`src/rtl/fifo_rr_arbiter.sv`:
```
// fifo_rr_arbiter
//   Round-robin arbiter sharing the single push port of a valid/ready FIFO
//   among NUM_REQ requesters. A winner is picked in IDLE (one cycle of
//   arbitration latency) and its stream is then forwarded combinationally
//   to the FIFO for up to MAX_BURST beats. The grant ends after the last
//   burst beat or as soon as the granted requester drops valid. The
//   priority pointer then moves one step past the released requester.
//
// Ports
//   clk_i         clock, rising edge
//   rst_ni        synchronous active-low reset
//   req_data_i    requester data, requester k at [k*DATA_WIDTH +: DATA_WIDTH]
//   req_valid_i   per-requester valid
//   req_ready_o   per-requester ready (only the granted bit can be high)
//   fifo_data_o   data towards the FIFO input
//   fifo_valid_o  valid towards the FIFO input
//   fifo_ready_i  ready from the FIFO input
//   grant_id_o    current or last granted requester index
//   busy_o        high while a grant is active
module fifo_rr_arbiter #(
  parameter int NUM_REQ    = 4,
  parameter int DATA_WIDTH = 8,
  parameter int MAX_BURST  = 4
) (
  input  logic                          clk_i,
  input  logic                          rst_ni,
  input  logic [NUM_REQ*DATA_WIDTH-1:0] req_data_i,
  input  logic [NUM_REQ-1:0]            req_valid_i,
  output logic [NUM_REQ-1:0]            req_ready_o,
  output logic [DATA_WIDTH-1:0]         fifo_data_o,
  output logic                          fifo_valid_o,
  input  logic                          fifo_ready_i,
  output logic [$clog2(NUM_REQ)-1:0]    grant_id_o,
  output logic                          busy_o
);

  localparam int IDW = $clog2(NUM_REQ);
  localparam int CW  = $clog2(MAX_BURST + 1);

  typedef enum logic {
    IDLE  = 1'b0,
    GRANT = 1'b1
  } state_e;

  state_e          state_q, state_d;
  logic [IDW-1:0]  ptr_q, ptr_d;
  logic [IDW-1:0]  gnt_q, gnt_d;
  logic [CW-1:0]   cnt_q, cnt_d;

  logic                  sel_found;
  logic [IDW-1:0]        sel_idx;
  logic                  gnt_valid;
  logic [DATA_WIDTH-1:0] gnt_data;
  logic                  hs;
  logic                  last_beat;
  logic [IDW-1:0]        gnt_next;

  // Round-robin pick: candidates are visited in the order ptr, ptr+1, ...
  // (wrapping), and the first valid one wins. The inner loop keeps every
  // vector index a constant.
  always_comb begin
    int cand;
    sel_found = 1'b0;
    sel_idx   = '0;
    for (int i = 0; i < NUM_REQ; i++) begin
      cand = int'(ptr_q) + i;
      if (cand >= NUM_REQ) cand = cand - NUM_REQ;
      for (int k = 0; k < NUM_REQ; k++) begin
        if (!sel_found && (cand == k) && req_valid_i[k]) begin
          sel_found = 1'b1;
          sel_idx   = IDW'(k);
        end
      end
    end
  end

  // Select the granted requester's valid and data.
  always_comb begin
    gnt_valid = 1'b0;
    gnt_data  = '0;
    for (int k = 0; k < NUM_REQ; k++) begin
      if (gnt_q == IDW'(k)) begin
        gnt_valid = req_valid_i[k];
        gnt_data  = req_data_i[k*DATA_WIDTH +: DATA_WIDTH];
      end
    end
  end

  assign hs        = gnt_valid & fifo_ready_i;
  assign last_beat = (cnt_q == CW'(MAX_BURST - 1));
  assign gnt_next  = (gnt_q == IDW'(NUM_REQ - 1)) ? '0 : gnt_q + IDW'(1);
  assign grant_id_o = gnt_q;

  always_comb begin
    state_d      = state_q;
    ptr_d        = ptr_q;
    gnt_d        = gnt_q;
    cnt_d        = cnt_q;
    req_ready_o  = '0;
    fifo_valid_o = 1'b0;
    fifo_data_o  = '0;
    busy_o       = 1'b0;

    case (state_q)
      IDLE: begin
        if (sel_found) begin
          gnt_d   = sel_idx;
          cnt_d   = '0;
          state_d = GRANT;
        end
      end
      GRANT: begin
        busy_o       = 1'b1;
        fifo_valid_o = gnt_valid;
        fifo_data_o  = gnt_data;
        for (int k = 0; k < NUM_REQ; k++) begin
          req_ready_o[k] = (gnt_q == IDW'(k)) & fifo_ready_i;
        end
        if (hs) cnt_d = cnt_q + CW'(1);
        // A final beat and a valid drop in the same cycle still release
        // only once, so the pointer moves exactly one step past gnt.
        if ((hs && last_beat) || !gnt_valid) begin
          state_d = IDLE;
          ptr_d   = gnt_next;
          cnt_d   = '0;
        end
      end
      default: state_d = IDLE;
    endcase

    // No handshake may complete in a cycle that is being reset.
    if (!rst_ni) begin
      req_ready_o  = '0;
      fifo_valid_o = 1'b0;
      busy_o       = 1'b0;
    end
  end

  always_ff @(posedge clk_i) begin
    if (!rst_ni) begin
      state_q <= IDLE;
      ptr_q   <= '0;
      gnt_q   <= '0;
      cnt_q   <= '0;
    end else begin
      state_q <= state_d;
      ptr_q   <= ptr_d;
      gnt_q   <= gnt_d;
      cnt_q   <= cnt_d;
    end
  end

endmodule

```
`config.mk`:
```
export PLATFORM = sky130hd
export DESIGN_NAME = fifo_rr_arbiter
export DESIGN_NICKNAME = d
export VERILOG_FILES = /design/src/rtl/fifo_rr_arbiter.sv
export SDC_FILE = /design/constraint.sdc
export NUM_CORES = 1
export LEC_CHECK = 0
export ABC_AREA = 1
export BUFFER_PORTS_ARGS = -buffer_cell sky130_fd_sc_hd__clkbuf_2
export CAP_MARGIN = 20
export CORE_MARGIN = 10
export CORE_UTILIZATION = 48
export CTS_CLUSTER_DIAMETER = 50
export DETAILED_ROUTE_END_ITERATION = 16
export GPL_TIMING_DRIVEN = 0
export PLACE_DENSITY = 0.84
export RECOVER_POWER = 25
export SLEW_MARGIN = 20
export SYNTH_ARGS = -nofsm -noshare
export SYNTH_HDL_FRONTEND = slang
export SYNTH_SLANG_ARGS = --single-unit
```
`constraint.sdc`:
```
create_clock -name clk_i -period 4.1 [get_ports clk_i]
set_clock_uncertainty 0.2 [all_clocks]
set_input_delay 0.205 -clock clk_i [delete_from_list [all_inputs] [get_ports clk_i]]
set_output_delay 0.205 -clock clk_i [all_outputs]
set_load 0.05 [all_outputs]
```
==> run metrics, run 1 <==
Hold Buf Count CTS=0; element type at the critical path start=flip-flop; Die ar.=0.00445 sq mm; Slew Viols, Final=0; final net count=290; Worst Path Max Fanout=10; Worst Reg-to-Reg Cells=12; RePlAce Congestion=0.881; HP Start=rst_ni; Least-Margin Pin Slew=0.608 ns; initial antenna violation count=0; share of cells above drive strength 1=28.8%; number of global-route vias before repair=1199; synthesized net count=232; Post-CTS Resized=0; Core Box Area=0.00202 sq mm; Synth Warn #=0; Syn-to-layout area delta=29.8%; gate count of the mapped netlist=187; Num CTS Buffers=3; most common cell after layout, fill and taps aside=clkbuf_2; pwr dens=627 mW/mm^2; FP Rows=16; Data required, critical path=3.69 ns; r2r setup slk=1.70 ns; static leakage=0.704 nW; Die H=66.7 um; Worst slew margin=59.6%; DRT Wirelength=3290 um; Max clock buf depth=2; post-CTS setup buffers=0; pre-CTS worst setup slack=1.71 ns; max_cap viols=0; maximum vdd ir drop=0.429 mV; IO Pins=55; Post-DP HPWL=2770 um; Hold Vio Cnt, Final=0; Via Count=1365; CTS tree=yes; first-pass GRT wire length=5170 um; Final setup viols=0; WL per Instance=12.2 um; Synth Area per Inst=5.61 sq um; Seq cells post-synth=8; synth unique cells=25; residual DRC count=0; reg2reg start=grant_id_o[1]$_SDFFE_PN0P_; critical path class=reg -> out; Root Buffer=clkbuf_4; Hold EP=cnt_q[1]$_SDFFE_PN0P_; total power=0.854 mW; Sw Share=61.0%; register area share after synthesis=15.3%; CP Data Arrival Time=2.16 ns; clock power share=7.1%; Sink Count=8; cell area after layout=0.00136 sq mm; placed instance area=0.00135 sq mm; Fin Setup TNS=0 ns; fin crit share=62.6%; pin count of the biggest net entering global routing=11; hold_ws=0.106 ns; Synth Flop Type=dfxtp_1; Filler cells=207; commonest non-fill, non-tap cells in the layout=clkbuf_2, nor2_1, o21ai_0, nand2_1; combinational share of power=77.8%; Congestion Overflow GR=0; Antenna diodes=0; worst skew pair latency=0.25 ns; DRT iter0 DRCs=118; hold path cells=3; first-pass iteration count of the detailed router=4; Port Buffers=53; sw power=0.521 mW; critical path endpoint category=output pin; status=complete, no violations; total global-route track usage=14.0%; RSZ-0062 raised after global routing=false; die width=66.7 um; routed vias/inst=5.06; Fmax=0.390 GHz; Hold Path Class=in -> reg; cell area after synthesis=0.00105 sq mm; Setup WS post-layout=1.53 ns; H-tree Lvls=1; Initial Utilization=51.9%; sequential power share=15.1%; ANT nets after route=0; P_int=0.333 mW; EDFF count, synth=0; r2r endpoint=ptr_q[0]$_SDFFE_PN0P_; Worst-path clk slew=0.05 ns; min Tclk post-route=2.57 ns; FFs w/ async S/R, synth=0%
==> cell type report <==
| class | count | area (sq um) | share of cell area [%] |
|---|---|---|---|
| Inverter | 25 | 93.8 | 6.89 |
| Buffer | 8 | 32.5 | 2.39 |
| Sequential cell | 8 | 160 | 11.8 |
| Multi-Input combinational cell | 146 | 759 | 55.8 |
| Tap cell | 27 | 33.8 | 2.48 |
| Timing Repair Buffer | 53 | 259 | 19.0 |
| Clock buffer | 3 | 22.5 | 1.65 |
==> synthesized netlist by cell type (4+ instances only) <==
library cell  instances  area share [%]
nor2_1               34              12
o21ai_0              26              12
nand2_1              23             8.2
a21oi_1              20             9.5
inv_1                20             7.2
nand3_1              10             4.8
dfxtp_1               8              15
nand2_2               7             4.2
ha_1                  6             7.2
clkbuf_1              5             1.8
inv_2                 5             1.8
o21ai_1               4             1.9
==> flip-flops by register name, indices dropped and copies added, names as in the netlist <==
register    cells
grant_id_o      2
state_q         1
cnt_q           3
ptr_q           2
==> layer usage <==
metal / global-route usage [%] / share of wire [%] / up-vias / wire length [um]
li1: - / - / 726 / -
met1: 17.3 / 43 / 584 / 1410
met2: 21.6 / 41 / 50 / 1360
met3: 5.18 / 15 / 5 / 491
met4: 4.45 / 0.97 / 0 / 32
met5: 0 / 0 / - / 0
==> power by group through the flow <==
stage                     combinational (mW)  clock (mW)  sequential, mW
after CTS                              0.672      0.0626           0.129
after floorplan                        0.506           0           0.151
after global routing                   0.747      0.0660           0.133
after detailed placement               0.669           0           0.131
final                                  0.664      0.0605           0.129
after global placement                 0.663           0           0.131
==> critical path, stage by stage (launching register included) <==
cell and delay [ns]:
dfxtp_1 0.38, inv_1 0.11, ha_1 0.19, buf_2 0.17, inv_2 0.06, buf_2 0.20, nor2_1 0.07, o21ai_0 0.16
o21ai_0 0.11, a21oi_1 0.16, clkbuf_2 0.30
==> per-stage QoR <==
step | util (%) | cells
after floorplan | - | 187
after global routing | 67.3 | 270
after detailed placement | 66.6 | 267
final | 67.3 | 270
after CTS | 67.8 | 270
after global placement | 66.6 | 267
==> logic make-up after synthesis <==
| kind of cell | Yosys count | share of synthesized area (%) |
|---|---|---|
| compound gates | 54 | 26.6 |
| fa+ha+maj | 6 | 7.16 |
| buf+inv | 33 | 12.1 |
| flops | 8 | 15.3 |
| simple gates | 86 | 38.9 |
==> worst max-delay path by stage <==
stage | startpoint | endpoint | slack [ns]
6_report | grant_id_o[1]$_SDFFE_PN0P_ | fifo_data_o[5] | 1.53
5_1_grt | grant_id_o[1]$_SDFFE_PN0P_ | fifo_data_o[5] | 1.32
4_1_cts | grant_id_o[1]$_SDFFE_PN0P_ | fifo_data_o[2] | 1.51
2_1_floorplan | grant_id_o[1]$_SDFFE_PN0P_ | fifo_data_o[0] | 1.30
3_3_place_gp | grant_id_o[1]$_SDFFE_PN0P_ | ptr_q[0]$_SDFFE_PN0P_ | 1.70
3_5_place_dp | grant_id_o[1]$_SDFFE_PN0P_ | ptr_q[0]$_SDFFE_PN0P_ | 1.71
(Power assumes the default switching activity.)
==> inputs of run 2 (changes only) <==
--- a/config.mk
+++ b/config.mk
@@ -9,11 +9,11 @@
 export BUFFER_PORTS_ARGS = -buffer_cell sky130_fd_sc_hd__clkbuf_2
 export CAP_MARGIN = 20
 export CORE_MARGIN = 10
-export CORE_UTILIZATION = 48
+export CORE_UTILIZATION = 45
 export CTS_CLUSTER_DIAMETER = 50
 export DETAILED_ROUTE_END_ITERATION = 16
 export GPL_TIMING_DRIVEN = 0
-export PLACE_DENSITY = 0.84
+export PLACE_DENSITY = 0.8
 export RECOVER_POWER = 25
 export SLEW_MARGIN = 20
 export SYNTH_ARGS = -nofsm -noshare
==> constraint.sdc (replaced) <==
create_clock -name clk_i -period 2.4 [get_ports clk_i]
set_clock_uncertainty 0.2 [all_clocks]
set_input_delay 0.12 -clock clk_i [delete_from_list [all_inputs] [get_ports clk_i]]
set_output_delay 0.12 -clock clk_i [all_outputs]
set_load 0.05 [all_outputs]
==> run 2 against run 1 <==
Against the previous run:
- register-to-register slack worse by 1.5 ns
- design area is 6.8% higher
- critical path depth stayed put
- combinational power is 93% higher
- via count is 0.95% higher
- cell count stayed put
- first-iteration DRC count is 11% lower
- clock power is 69% higher
- highest routed layer unchanged
- largest cell class unchanged
- setup slack worse by 1.4 ns
- total power is 88% higher
- non-clock buffer count is 1 lower
- critical endpoint is now fifo_data_o[7]
==> run metrics, run 2 (synthesized netlist as in run 1, its figures left out) <==
max_cap viols=0 (unchanged); IO Pins=55 (unchanged); Root Buffer=clkbuf_4 (unchanged); H-tree Lvls=1 (unchanged); maximum vdd ir drop=0.720 mV (was 0.429 mV); Data required, critical path=2.08 ns (was 3.69 ns); WL per Instance=12.8 um (was 12.2 um); Largest register FFs=3 (unchanged); pin count of the biggest net entering global routing=11 (unchanged); Biggest register=cnt_q (unchanged); Cell Chain, Critical Path=inv_1 -> ha_1 -> buf_4 -> inv_2 -> buf_4 -> nor2_1 -> o21ai_0 -> o21ai_0 -> a21oi_2 -> clkbuf_4 (was inv_1 -> ha_1 -> buf_2 -> inv_2 -> buf_2 -> nor2_1 -> o21ai_0 -> o21ai_0 -> a21oi_1 -> clkbuf_2); Port Buffers=53 (unchanged); Worst slew margin=58.6% (was 59.6%); residual DRC count=0 (unchanged); DRT iter0 DRCs=105 (was 118); Setup WS post-layout=0.114 ns (was 1.53 ns); RePlAce Congestion=0.845 (was 0.881); Die H=68.3 um (was 66.7 um); WL met1=1440 um (was 1410 um); Max clock buf depth=2 (unchanged); min Tclk post-route=2.29 ns; first-pass GRT wire length=5500 um (was 5170 um); static leakage=0.723 nW (was 0.704 nW); pwr dens=1100 mW/mm^2 (was 627 mW/mm^2); die width=68.3 um (was 66.7 um); Hold Path Class=in -> reg (unchanged); Antenna diodes=0 (unchanged); first-pass iteration count of the detailed router=4 (unchanged); CP top delay family=buffers and inverters (unchanged); number of global-route vias before repair=1222 (was 1199); status=complete, no violations (unchanged); commonest non-fill, non-tap cells in the layout=clkbuf_2, nor2_1, o21ai_0, nand2_1, inv_1 (was clkbuf_2, nor2_1, o21ai_0, nand2_1); Via Count=1378 (was 1365); Initial Utilization=47.4% (was 51.9%); DRT Wirelength=3450 um (was 3290 um); ANT nets after route=0 (unchanged); Core Box Area=0.00221 sq mm (was 0.00202 sq mm); final net count=289 (was 290); CTS tree=yes (unchanged); Slew Viols, Final=0 (unchanged); Least-Margin Pin Slew=0.624 ns (was 0.608 ns); critical path endpoint category=output pin (unchanged); Syn-to-layout area delta=38.7% (was 29.8%); share of cells above drive strength 1=36.8% (was 28.8%); Worst-path clk slew=0.05 ns (about the same); WP buf/inv=5 (unchanged); Worst Path Max Fanout=10 (unchanged); Core Util, Final=65.7% (was 67.3%); most common cell after layout, fill and taps aside=clkbuf_2 (unchanged); wire length on met3=156 um (was 491 um); Fmax=0.438 GHz; FP Rows=17 (was 16); element type at the critical path start=flip-flop (unchanged); top routing layer used=met4 (unchanged); total global-route track usage=14.7% (was 14.0%); post-CTS setup buffers=0 (unchanged); Congestion Overflow GR=0 (unchanged); Sink Count=8 (unchanged); critical path's slowest cell=dfxtp_2 (was dfxtp_1); fin crit share=95.2%; Die ar.=0.00466 sq mm (was 0.00445 sq mm); RSZ-0062 raised after global routing=false (unchanged); routed vias/inst=5.10 (was 5.06); critical path class=reg -> out (unchanged); Hold Vio Cnt, Final=0 (unchanged); Final setup viols=0 (unchanged); Hold Buf Count CTS=0 (unchanged); worst skew pair latency=0.25 ns (about the same); CP Data Arrival Time=1.97 ns (was 2.16 ns); pre-CTS worst setup slack=-0.00668 ns (was 1.71 ns); metal2 WL=1850 um (was 1360 um); CP max stage delay=0.35 ns (was 0.38 ns); Num CTS Buffers=3 (unchanged); initial antenna violation count=0 (unchanged); Post-DP HPWL=2850 um (was 2770 um)
## run 2: cell count changes in the layout (fill, tap and decap cells not counted), moves of 2 or more
cell,change
a21oi_2,+9
clkbuf_4,+5
dfxtp_1,-2
o21ai_0,-3
buf_2,-2
buf_4,+5
dfxtp_2,+2
o21ai_1,+2
a21oi_1,-9
clkbuf_2,-7
clkbuf_1,-4
buf_6,+2
## run 2: final cells by class
| cell class | instances | area [sq um] |
|---|---|---|
| plain buffers | 7 | 40.0 |
| clock buffers | 3 | 22.5 |
| fillers | 239 | 758 |
| inverters | 25 | 93.8 |
| multi-input cells | 146 | 811 |
| flip-flops and latches | 8 | 163 |
| well taps | 28 | 35.0 |
| repair buffers | 53 | 289 |
## run 2: repair_timing
item / CTS / global route
gates resized for setup: 4 / 36
setup endpoints to repair: 6 / 15
pin swaps: 0 / 1
## run 2: report_power, final
group          switching, mW  internal, mW
clock network         0.0445        0.0571
registers             0.0428         0.178
logic                  0.861         0.422
## run 2: worst paths after layout
check | start | slack [ns] | to | depth (start not counted)
setup reg to reg | grant_id_o[1]$_SDFFE_PN0P_ | 0.22 | cnt_q[0]$_SDFFE_PN0P_ | 13
hold reg to reg | ptr_q[0]$_SDFFE_PN0P_ | 0.35 | ptr_q[0]$_SDFFE_PN0P_ | 2
hold / removal | rst_ni | 0.01 | grant_id_o[0]$_SDFFE_PN0P_ | 3
setup / recovery | grant_id_o[1]$_SDFFE_PN0P_ | 0.11 | fifo_data_o[7] | 10
## run 2: per-stage QoR
stage	hold slack, ns	instance area [sq um]	cells	TNS [ns]	power [mW]
5_1_grt	0.0468	1450	270	0	1.76
2_1_floorplan	0.150	1080	187	0	1.17
6_report	0.0131	1450	270	0	1.61
3_3_place_gp	0.285	1380	268	0	1.41
3_5_place_dp	0.277	1380	268	-0.00872	1.42
4_1_cts	0.0142	1420	271	-0.0473	1.54
## run 2: worst register-to-register path, stage by stage (launching register included)
cell and delay [ns]:
dfxtp_2 0.35, inv_1 0.08, ha_1 0.18, buf_4 0.17
inv_2 0.06, buf_4 0.17, a31oi_2 0.10, o21ai_1 0.16
o21ai_2 0.11, a21oi_2 0.17, o211ai_1 0.11, nand2_1 0.14
nor2_1 0.05, nor2_1 0.09
## run 2: layer usage
layer  GRT usage, %  vias to the layer above
met5              0                        -
met4           2.76                        0
met3           3.43                        2
met2           27.0                       31
met1           16.8                      617
li1               -                      728
